### config.mk
export PLATFORM = sky130hd
export DESIGN_NAME = display_lcd_bridge
export DESIGN_NICKNAME = d
export VERILOG_FILES = /design/src/rtl/display_pkg.sv /design/src/rtl/display_fifo.sv /design/src/rtl/display_lcd_bridge.sv
export SDC_FILE = /design/constraint.sdc
export NUM_CORES = 1
export LEC_CHECK = 0
export CORE_UTILIZATION = 60
export DETAILED_ROUTE_END_ITERATION = 8
export PLACE_DENSITY = 0.85
export SYNTH_ARGS = -nofsm -noshare
export SYNTH_HDL_FRONTEND = slang
export SYNTH_SLANG_ARGS = --single-unit
### constraint.sdc
create_clock -name c125 -period 4.7 [get_ports c125]
set_input_delay 0.705 -clock c125 [delete_from_list [all_inputs] [get_ports c125]]
set_output_delay 0.705 -clock c125 [all_outputs]
set_load 0.01 [all_outputs]
### src/rtl/display_pkg.sv
`default_nettype none
// ============================================================================
//  Module      : display_pkg
//  Description : Shared constants and types for the display link target-side
//                LCD bridge: register addresses, bus widths, FSM state type.
//  Revision    : 1.0 - initial release
// ============================================================================
package display_pkg;

    localparam int ADDR_W = 8;
    localparam int DATA_W = 32;

    // Register map seen by display_target
    localparam logic [ADDR_W-1:0] DISP_A_TX     = 8'h00;
    localparam logic [ADDR_W-1:0] DISP_A_CTRL   = 8'h01;
    localparam logic [ADDR_W-1:0] DISP_A_STATUS = 8'h02;

    // Serialiser states
    typedef enum logic [1:0] {
        IDLE  = 2'd0,
        SETUP = 2'd1,
        SHIFT = 2'd2,
        HOLD  = 2'd3
    } disp_state_t;

endpackage
`default_nettype wire

### src/rtl/display_fifo.sv
`default_nettype none
// ============================================================================
//  Module      : display_fifo
//  Description : Synchronous first-word-fall-through FIFO holding {dc, byte}
//                entries for the LCD serialiser.
//  Ports       : clk/rst      - clock, asynchronous active-high reset
//                i_push/i_data - write strobe and entry
//                i_pop/o_data  - read strobe and head entry (valid if !o_empty)
//                o_level/o_full/o_empty - occupancy status
//  Revision    : 1.0 - initial release
// ============================================================================
module display_fifo #(
    parameter int DEPTH = 16,
    parameter int WIDTH = 9
) (
    input  logic                     clk,
    input  logic                     rst,
    input  logic                     i_push,
    input  logic [WIDTH-1:0]         i_data,
    input  logic                     i_pop,
    output logic [WIDTH-1:0]         o_data,
    output logic [$clog2(DEPTH):0]   o_level,
    output logic                     o_full,
    output logic                     o_empty
);

    localparam int AW = $clog2(DEPTH);

    logic [WIDTH-1:0] r_mem [DEPTH];
    logic [AW:0]      r_wptr;
    logic [AW:0]      r_rptr;

    logic w_full;
    logic w_empty;
    logic w_do_pop;
    logic w_do_push;

    // Pointers carry one extra wrap bit: equal addresses with differing wrap
    // bits means full, identical pointers means empty.
    assign w_empty   = (r_wptr == r_rptr);
    assign w_full    = (r_wptr[AW] != r_rptr[AW]) &&
                       (r_wptr[AW-1:0] == r_rptr[AW-1:0]);

    // A pop frees a slot in the same cycle, so a push to a full FIFO that
    // coincides with a pop is still accepted.
    assign w_do_pop  = i_pop && !w_empty;
    assign w_do_push = i_push && (!w_full || w_do_pop);

    always_ff @(posedge clk) begin
        if (w_do_push) begin
            r_mem[r_wptr[AW-1:0]] <= i_data;
        end
    end

    always_ff @(posedge clk or posedge rst) begin
        if (rst) begin
            r_wptr <= '0;
            r_rptr <= '0;
        end else begin
            if (w_do_push) begin
                r_wptr <= r_wptr + 1'b1;
            end
            if (w_do_pop) begin
                r_rptr <= r_rptr + 1'b1;
            end
        end
    end

    assign o_data  = r_mem[r_rptr[AW-1:0]];
    assign o_level = r_wptr - r_rptr;
    assign o_full  = w_full;
    assign o_empty = w_empty;

endmodule
`default_nettype wire

### src/rtl/display_lcd_bridge.sv
`default_nettype none
// ============================================================================
//  Module      : display_lcd_bridge
//  Description : Register consumer for the display link target. Queues LCD
//                command/data bytes and shifts them out on a 4-wire SPI
//                (mode 0, MSB first, separate D/C line).
//  Ports       : c125/reset    - target clock, asynchronous active-high reset
//                wvalid/addr/wdata - register write from display_target
//                rdata          - registered read data for addr
//                lcd_sck/lcd_mosi/lcd_cs_n/lcd_dc - SPI to LCD controller
//                irq            - FIFO low-water interrupt
//  Revision    : 1.0 - initial release
// ============================================================================
module display_lcd_bridge
    import display_pkg::*;
#(
    parameter int DEPTH     = 16,
    parameter int DIV_RESET = 3
) (
    input  logic              c125,
    input  logic              reset,
    input  logic              wvalid,
    input  logic [ADDR_W-1:0] addr,
    input  logic [DATA_W-1:0] wdata,
    output logic [DATA_W-1:0] rdata,
    output logic              lcd_sck,
    output logic              lcd_mosi,
    output logic              lcd_cs_n,
    output logic              lcd_dc,
    output logic              irq
);

    localparam int LVL_W = $clog2(DEPTH) + 1;

    localparam logic [8:0] c_irq_thresh = 9'(DEPTH / 4);
    localparam logic [7:0] c_div_reset  = 8'(DIV_RESET);

    // ------------------------------------------------------------------
    // Register interface
    // ------------------------------------------------------------------
    logic [7:0]        r_div;
    logic              r_irq_en;
    logic              r_ovf;
    logic              r_irq;
    logic [DATA_W-1:0] r_rdata;

    logic              w_push;
    logic              w_pop;
    logic [8:0]        w_fifo_rd;
    logic [LVL_W-1:0]  w_level;
    logic [8:0]        w_level9;
    logic              w_full;
    logic              w_empty;
    logic              w_busy;
    logic [DATA_W-1:0] w_rdata_nxt;
    logic              w_unused_wdata;

    assign w_push   = wvalid && (addr == DISP_A_TX);
    assign w_level9 = 9'(w_level);

    assign w_unused_wdata = &{1'b0, wdata[DATA_W-1:9]};

    display_fifo #(
        .DEPTH (DEPTH),
        .WIDTH (9)
    ) u_fifo (
        .clk     (c125),
        .rst     (reset),
        .i_push  (w_push),
        .i_data  (wdata[8:0]),
        .i_pop   (w_pop),
        .o_data  (w_fifo_rd),
        .o_level (w_level),
        .o_full  (w_full),
        .o_empty (w_empty)
    );

    // ------------------------------------------------------------------
    // Serialiser state
    // ------------------------------------------------------------------
    disp_state_t r_state;
    disp_state_t w_state_nxt;
    logic [7:0]  r_hc;
    logic [7:0]  w_hc_nxt;
    logic [3:0]  r_bc;
    logic [3:0]  w_bc_nxt;
    logic [7:0]  r_shreg;
    logic [7:0]  w_shreg_nxt;
    logic [7:0]  r_div_cur;
    logic [7:0]  w_div_cur_nxt;
    logic        r_sck;
    logic        w_sck_nxt;
    logic        r_mosi;
    logic        w_mosi_nxt;
    logic        r_cs_n;
    logic        w_cs_n_nxt;
    logic        r_dc;
    logic        w_dc_nxt;
    logic        w_hc_zero;

    assign w_hc_zero = (r_hc == 8'd0);
    assign w_busy    = (r_state != IDLE) || (w_level9 != 9'd0);

    always_comb begin
        w_state_nxt   = r_state;
        w_hc_nxt      = r_hc;
        w_bc_nxt      = r_bc;
        w_shreg_nxt   = r_shreg;
        w_div_cur_nxt = r_div_cur;
        w_sck_nxt     = r_sck;
        w_mosi_nxt    = r_mosi;
        w_cs_n_nxt    = r_cs_n;
        w_dc_nxt      = r_dc;
        w_pop         = 1'b0;

        case (r_state)
            IDLE: begin
                w_cs_n_nxt = 1'b1;
                w_sck_nxt  = 1'b0;
                if (!w_empty) begin
                    w_pop         = 1'b1;
                    w_shreg_nxt   = w_fifo_rd[7:0];
                    w_dc_nxt      = w_fifo_rd[8];
                    w_mosi_nxt    = w_fifo_rd[7];
                    w_cs_n_nxt    = 1'b0;
                    w_hc_nxt      = r_div;
                    w_div_cur_nxt = r_div;
                    w_state_nxt   = SETUP;
                end
            end

            SETUP: begin
                if (w_hc_zero) begin
                    w_hc_nxt    = r_div_cur;
                    w_bc_nxt    = 4'd0;
                    w_state_nxt = SHIFT;
                end else begin
                    w_hc_nxt = r_hc - 8'd1;
                end
            end

            SHIFT: begin
                if (w_hc_zero) begin
                    w_sck_nxt = ~r_sck;
                    w_hc_nxt  = r_div_cur;
                    w_bc_nxt  = r_bc + 4'd1;
                    // Odd half-periods are falling edges: present next bit
                    if (r_bc[0]) begin
                        w_mosi_nxt  = r_shreg[6];
                        w_shreg_nxt = {r_shreg[6:0], 1'b0};
                    end
                    if (r_bc == 4'd15) begin
                        if (!w_empty) begin
                            // Chain straight into the next byte, CS stays low
                            w_pop         = 1'b1;
                            w_shreg_nxt   = w_fifo_rd[7:0];
                            w_dc_nxt      = w_fifo_rd[8];
                            w_mosi_nxt    = w_fifo_rd[7];
                            w_hc_nxt      = r_div;
                            w_div_cur_nxt = r_div;
                            w_state_nxt   = SETUP;
                        end else begin
                            w_state_nxt = HOLD;
                        end
                    end
                end else begin
                    w_hc_nxt = r_hc - 8'd1;
                end
            end

            HOLD: begin
                if (w_hc_zero) begin
                    w_cs_n_nxt  = 1'b1;
                    w_state_nxt = IDLE;
                end else begin
                    w_hc_nxt = r_hc - 8'd1;
                end
            end

            default: begin
                w_state_nxt = IDLE;
            end
        endcase
    end

    always_ff @(posedge c125 or posedge reset) begin
        if (reset) begin
            r_state   <= IDLE;
            r_hc      <= 8'd0;
            r_bc      <= 4'd0;
            r_shreg   <= 8'd0;
            r_div_cur <= c_div_reset;
            r_sck     <= 1'b0;
            r_mosi    <= 1'b0;
            r_cs_n    <= 1'b1;
            r_dc      <= 1'b0;
        end else begin
            r_state   <= w_state_nxt;
            r_hc      <= w_hc_nxt;
            r_bc      <= w_bc_nxt;
            r_shreg   <= w_shreg_nxt;
            r_div_cur <= w_div_cur_nxt;
            r_sck     <= w_sck_nxt;
            r_mosi    <= w_mosi_nxt;
            r_cs_n    <= w_cs_n_nxt;
            r_dc      <= w_dc_nxt;
        end
    end

    // ------------------------------------------------------------------
    // Control/status registers and read mux
    // ------------------------------------------------------------------
    always_comb begin
        w_rdata_nxt = '0;
        case (addr)
            DISP_A_CTRL:   w_rdata_nxt = {23'd0, r_irq_en, r_div};
            DISP_A_STATUS: w_rdata_nxt = {14'd0, r_ovf, w_busy, 7'd0, w_level9};
            default:       w_rdata_nxt = '0;
        endcase
    end

    always_ff @(posedge c125 or posedge reset) begin
        if (reset) begin
            r_div    <= c_div_reset;
            r_irq_en <= 1'b0;
            r_ovf    <= 1'b0;
            r_irq    <= 1'b0;
            r_rdata  <= '0;
        end else begin
            r_rdata <= w_rdata_nxt;
            r_irq   <= (w_level9 <= c_irq_thresh) && r_irq_en;
            if (wvalid && (addr == DISP_A_CTRL)) begin
                r_div    <= wdata[7:0];
                r_irq_en <= wdata[8];
            end
            if (wvalid && (addr == DISP_A_STATUS)) begin
                r_ovf <= 1'b0;
            end else if (w_push && w_full && !w_pop) begin
                r_ovf <= 1'b1;
            end
        end
    end

    assign rdata    = r_rdata;
    assign irq      = r_irq;
    assign lcd_sck  = r_sck;
    assign lcd_mosi = r_mosi;
    assign lcd_cs_n = r_cs_n;
    assign lcd_dc   = r_dc;

endmodule
`default_nettype wire

### Word-level counts from Yosys, hierarchy flattened

Memories as Yosys holds them, arrays and structs flattened.
Index checks and enable logic that the tools add are counted.

| word-level totals | value |
|---|---|
| flip-flop bits (word level) | 87 |
| bits in latches | 0 |
| RAM bits | 144 |
| ROM bits | 0 |
| input port bits | 43 |
| word-level logic and storage cells | 118 |
| memories kept | 1 |

Memory list:

| name | depth | bits a word | rd ports | clocked after memory_dff | write ports | RTL line | text |
|---|---|---|---|---|---|---|---|
| u_fifo.r_mem | 16 | 9 | 1 | 0 | 1 | display_fifo.sv:29 | `logic [WIDTH-1:0] r_mem [DEPTH];` |

| cells by class | value |
|---|---|
| add/sub/neg operators | 5 |
| multiply operators | 0 |
| div/mod/pow operators | 0 |
| $lt $le $gt $ge | 1 |
| eq/ne operators | 15 |
| shifts and indexed selects | 0 |
| mux-type cells | 49 |
| bitwise gates (word level) | 1 |
| reduce and logical (&&, ||, !) cells | 30 |

Operators by type and width:

| cell | number |
|---|---|
| 8-bit 2-to-1 mux | 12 |
| 18-bit case mux with 2 select lines | 1 |
| 8-bit case mux with 2 select lines | 2 |
| 8-bit case mux with 4 select lines | 1 |
| 1-bit 2-to-1 mux | 18 |
| 8-bit logical NOT | 2 |
| 2-bit 2-to-1 mux | 6 |
| 2-bit != test, second input constant | 6 |
| 5-bit by 1-bit adder with 5-bit output, second input constant | 2 |
| 1-bit case mux with 2 select lines | 5 |
| 2-bit nonzero test | 5 |
| 1-bit logical AND | 9 |
| 3-bit AND reduction | 3 |
| 9-bit nonzero test | 1 |
| 8-bit by 1-bit equality test with 1-bit output, second input constant | 1 |
| 8-bit by 2-bit equality test with 1-bit output, second input constant | 1 |
| 4-bit 2-to-1 mux | 2 |
| 2-bit case mux with 4 select lines | 1 |
| 4-bit case mux with 2 select lines | 1 |
| 8-bit by 1-bit subtractor with 8-bit output, second input constant | 1 |
| 2-bit AND reduction | 3 |
| 5-bit equality test | 1 |
| 5-bit by 3-bit less-or-equal comparator with 1-bit output, second input constant | 1 |
| 5-bit AND reduction | 1 |
| 11 further kinds | 15 |

### Depth between registers and ports, before layout

| logic depth | value |
|---|---|
| depth after elaboration | 10 |
| depth in mapped cells | 9 |

### By module

From an unflattened synthesis, not the netlist that was laid out.

| unflattened totals | value |
|---|---|
| cells, all modules | 621 |
| area total of the unflattened synthesis | 9442.8 um^2 |

Modules (own cells, without submodules):

| module | times used | cells an instance | area each (um^2) |
|---|---|---|---|
| display_fifo | 1 | 324 | 6261.0 |
| display_lcd_bridge | 1 | 297 | 3181.8 |

### Worst setup path before layout

OpenSTA, ideal clock, no wires.

| timing path | value |
|---|---|
| path kind | flip-flop to flip-flop |
| from | register u_fifo.r_rptr[2] |
| to | memory u_fifo.r_mem[10][0] (enable) |
| library setup time | 0.374 ns |
| arrival time | 2.407 ns |
| data required time | 4.326 ns |
| slack | 1.919 ns |
| stages on the path, launching flop included | 9 |
| path buffers | 1 |
| period minus slack after synthesis | 2.781 ns |
| cells stage by stage | dfrtp_1 -> clkbuf_1 -> inv_1 -> ha_1 -> nand4_1 -> nor3_1 -> a211oi_4 -> nand3b_1 -> nor2_1 |

| between the ends | value |
|---|---|
| longest elaborated chain between the ends | 10 |
| elaborated cells on any way between the ends | 14 |

RTL lines:

| item | RTL line | text |
|---|---|---|
| start: declaration | display_fifo.sv:31 | `logic [AW:0] r_rptr;` |
| start signal: assignment | display_fifo.sv:64 | `r_rptr <= r_rptr + 1'b1;` |
| 5-bit equality test | display_fifo.sv:40 | `assign w_empty = (r_wptr == r_rptr);` |
| 1-bit 2-to-1 mux | display_lcd_bridge.sv:120, display_lcd_bridge.sv:153 |  |
| 1-bit 2-to-1 mux | display_lcd_bridge.sv:152 | `if (r_bc == 4'd15) begin` |
| 1-bit 2-to-1 mux | display_lcd_bridge.sv:143 | `if (w_hc_zero) begin` |
| 1-bit case mux with 2 select lines | display_lcd_bridge.sv:116 | `case (r_state)` |
| 1-bit logical AND | display_fifo.sv:46 | `assign w_do_pop = i_pop && !w_empty;` |
| 1-bit logical OR (*) | display_fifo.sv:47 | `assign w_do_push = i_push && (!w_full \|\| w_do_pop);` |
| 1-bit logical AND (*) | display_fifo.sv:47 |  |
| 1-bit 2-to-1 mux (*) | display_fifo.sv:50 | `if (w_do_push) begin` |
| 1-bit 2-to-1 mux (not written as such) (*) | display_fifo.sv:51 | `r_mem[r_wptr[AW-1:0]] <= i_data;` |
| end: declaration | display_fifo.sv:29 |  |

Every way passes the cells marked *; elsewhere a longest branch is shown, timed or not.

### Worst setup path in the final report

| timing path | value |
|---|---|
| from | register u_fifo.r_rptr[1] |
| to | memory u_fifo.r_mem[9][3] (enable) |

Same word-level chain as after synthesis.

==> flow_metrics.env <==
export IMPL_ys_seq_area_frac=0.654
export IMPL_num_rows=44
export IMPL_ant_nets=0
export IMPL_yosysUniqueCellTypes=69
export IMPL_hpwl_um=12800
export IMPL_clock_sinks=209
export IMPL_gp_congestion=0.876
export IMPL_final_area_mm2=0.0103
export IMPL_grtUsageTotal=0.268
export IMPL_timing_rr_end="u_fifo.r_mem[9][3]"
export IMPL_maxSlewHeadroom=0.112
export IMPL_cp_arrival_ns=3.44
export IMPL_crit_start="u_fifo.r_rptr[1]"
export IMPL_synth_area_leaders="edfxtp_1, dfrtp_1, mux4_2"
export IMPL_p_leak_nw=3.70
export IMPL_syn_inst=614
export IMPL_max_freq_mhz=304
export IMPL_antenna_cells=0
export IMPL_synth_common_cells="edfxtp_1, dfrtp_1, nand2_1"
export IMPL_drt_initial_drc_count=696
export IMPL_slew_violations=0
export IMPL_antenna_found_initial=0
export IMPL_reg2regPathDepth=8
export IMPL_worst_pin_slew_ns=1.33
export IMPL_cts_setup_buffers=0
export IMPL_wl_um=20000
export IMPL_async_flop_share=0.311
export IMPL_hold_violations=0
export IMPL_final_layout_size_suffix_gt1_frac=0.164
export IMPL_via_per_inst=6.47
export IMPL_required_ns=4.85
export IMPL_cts_hold_buffers=0
export IMPL_setup_viol=0
export IMPL_synth_seq_cells=209
export IMPL_rsz0062_at_grt="false"
export IMPL_ctsResizeCount=0
export IMPL_die_h_um=125
export IMPL_violations="DRC"
export IMPL_crit_fanout=22
export IMPL_clkTransAtPathRegs_ns=0.06
export IMPL_numCtsBuffers=22
export IMPL_place_area_mm2=0.00954
export IMPL_syn_area_per_cell_um2=14.8
export IMPL_cts_tree="built"
export IMPL_numPortBuffers=35
export IMPL_pin_count=80
export IMPL_fin_crit_sh=0.700
export IMPL_cts_htree_levels=1
export IMPL_hold_class="register to register"
export IMPL_floorplan_initialDensity=0.620
export IMPL_clock_latency_ns=0.52
export IMPL_grt_max_degree=50
export IMPL_synth_ff_type="edfxtp_1"
export IMPL_synth_most_common_cell="edfxtp_1"
export IMPL_dieArea_mm2=0.0157
export IMPL_grt_overflow=0
export IMPL_synth_top_cell_by_area="edfxtp_1"
export IMPL_clockRootBuffer="clkbuf_16"
export IMPL_peakVddDrop_mv=0.428
export IMPL_syn_to_final_growth_pct=12.5
export IMPL_routedWlPerCell_um=23.5
export IMPL_critPathKind="register to register"
export IMPL_synth_edf_count=144
export IMPL_drv_cap=0
export IMPL_nets=708
export IMPL_grt_pass1_wl_um=31500
export IMPL_synth_warnings=0
export IMPL_period_minus_slack_ns=3.29
export IMPL_powerDensity_mw_per_mm2=499
export IMPL_num_vias=5519
export IMPL_r2r_start="u_fifo.r_rptr[1]"
export IMPL_core_mm2=0.0147
export IMPL_crit_path_end="u_fifo.r_mem[9][3]"
export IMPL_synth_top_cell_area_share=0.474
export IMPL_fin_setup_tns_ns=0
export IMPL_first_global_vias=5643
export IMPL_clockBufferDepth=3
export IMPL_finalClockSkew_ns=0.0146
export IMPL_synth_area_mm2=0.00911
export IMPL_status="finished with violations"
export IMPL_drc_errors=6
export IMPL_crit_path_start_kind="register"
export IMPL_dr_pass1_iters=9
export IMPL_end_kind="register"
export IMPL_r2r_slack_ns=1.41
export IMPL_die_w_um=125
[power breakdown]
| part | total, W | switching, W | internal [W] | leakage [nW] |
|---|---|---|---|---|
| combinational | 0.00118 | 0.000654 | 0.000528 | 1.26 |
| clock | 0.00169 | 0.000710 | 0.000983 | 0.346 |
| sequential | 0.00225 | 0.000152 | 0.00210 | 2.10 |
[worst max-delay path: stages (launching register included)]
cell	delay [ns]
dfrtp_1	0.32
buf_4	0.31
inv_1	0.19
ha_1	0.37
nand4_1	0.16
nor3_1	0.14
a211oi_4	0.50
nand3b_1	0.23
nor2_1	0.70
[how the worst min path moves through the flow]
stage | from | end | slack, ns | cells past startpoint
2_1_floorplan | r_div_cur[0] | r_div_cur[0] | 0.44 | 2
3_3_place_gp | r_div_cur[0] | r_div_cur[0] | 0.46 | 2
3_5_place_dp | r_div_cur[1] | r_div_cur[1] | 0.46 | 2
4_1_cts | r_div_cur[0] | r_div_cur[0] | 0.47 | 2
5_1_grt | r_div_cur[0] | r_div_cur[0] | 0.49 | 2
6_report | r_div_cur[1] | r_div_cur[1] | 0.47 | 2
[registers in the layout (all words and copies together) (netlist names)]
register and cells:
irq 1, lcd_cs_n 1, lcd_dc 1, lcd_mosi 1, lcd_sck 1, r_bc 4, r_div 8, r_div_cur 8
r_hc 8, r_irq_en 1, r_ovf 1, r_shreg 7, r_state 2, rdata 11, u_fifo.r_mem 144, u_fifo.r_rptr 5
u_fifo.r_wptr 5
[metrics by stage]
step	instances	power, W	setup WS (ns)	util	hold WS, ns
after floorplan	634	0.00312	1.92	-	0.444
after global placement	813	0.00339	1.32	0.649	0.456
after detailed placement	813	0.00345	1.08	0.649	0.460
after CTS	853	0.00513	1.37	0.698	0.471
after global routing	853	0.00532	1.14	0.698	0.495
final	853	0.00512	1.41	0.698	0.471
[layout by cell type (no fill, tap or decap), types with 6 or more instances in the layout]
cell type,count
a21oi_1,27
and2_1,18
and3_1,10
clkbuf_16,22
clkdlybuf4s50_1,35
conb_1,21
dfrtp_1,59
edfxtp_1,144
ha_1,11
inv_1,17
mux2_2,10
mux4_2,36
nand2_1,49
nand3_1,12
nand4_1,9
nor2_1,17
nor3_1,6
o21ai_0,28
o221a_2,7
o22ai_1,19
xnor2_1,12
[cell type report]
cell class / instances / area [um^2]
Timing Repair Buffer: 40 / 388
Tap cell: 184 / 230
Clock inverter: 14 / 150
Inverter: 18 / 67.6
Clock buffer: 26 / 566
Multi-Input combinational cell: 362 / 2900
Sequential cell: 209 / 5960
Fill cell: 927 / 4440
[per-layer routing]
layer	up-vias	routed length (um)	GRT usage	share of wire
met5	-	0	0	0
met4	0	721	0.103	0.036
met3	57	1450	0.0548	0.072
met2	277	10100	0.444	0.51
met1	2777	7710	0.353	0.39
li1	2408	-	-	-
[cell families (layout without fill, tap and decap cells)]
family / Yosys count / in the layout / share of synthesized area
xor gates and xnor gates: 13 / 13 / 0.0125
adders and majority gates: 12 / 12 / 0.0173
muxes: 47 / 47 / 0.102
AOI/OAI and AO/OA: 124 / 124 / 0.0916
other: 1 / 21 / 0.000411
buffers and inverters: 63 / 98 / 0.0368
and+or+nand+nor: 145 / 145 / 0.0854
DFF: 209 / 209 / 0.654
(Power assumes the default switching activity.)
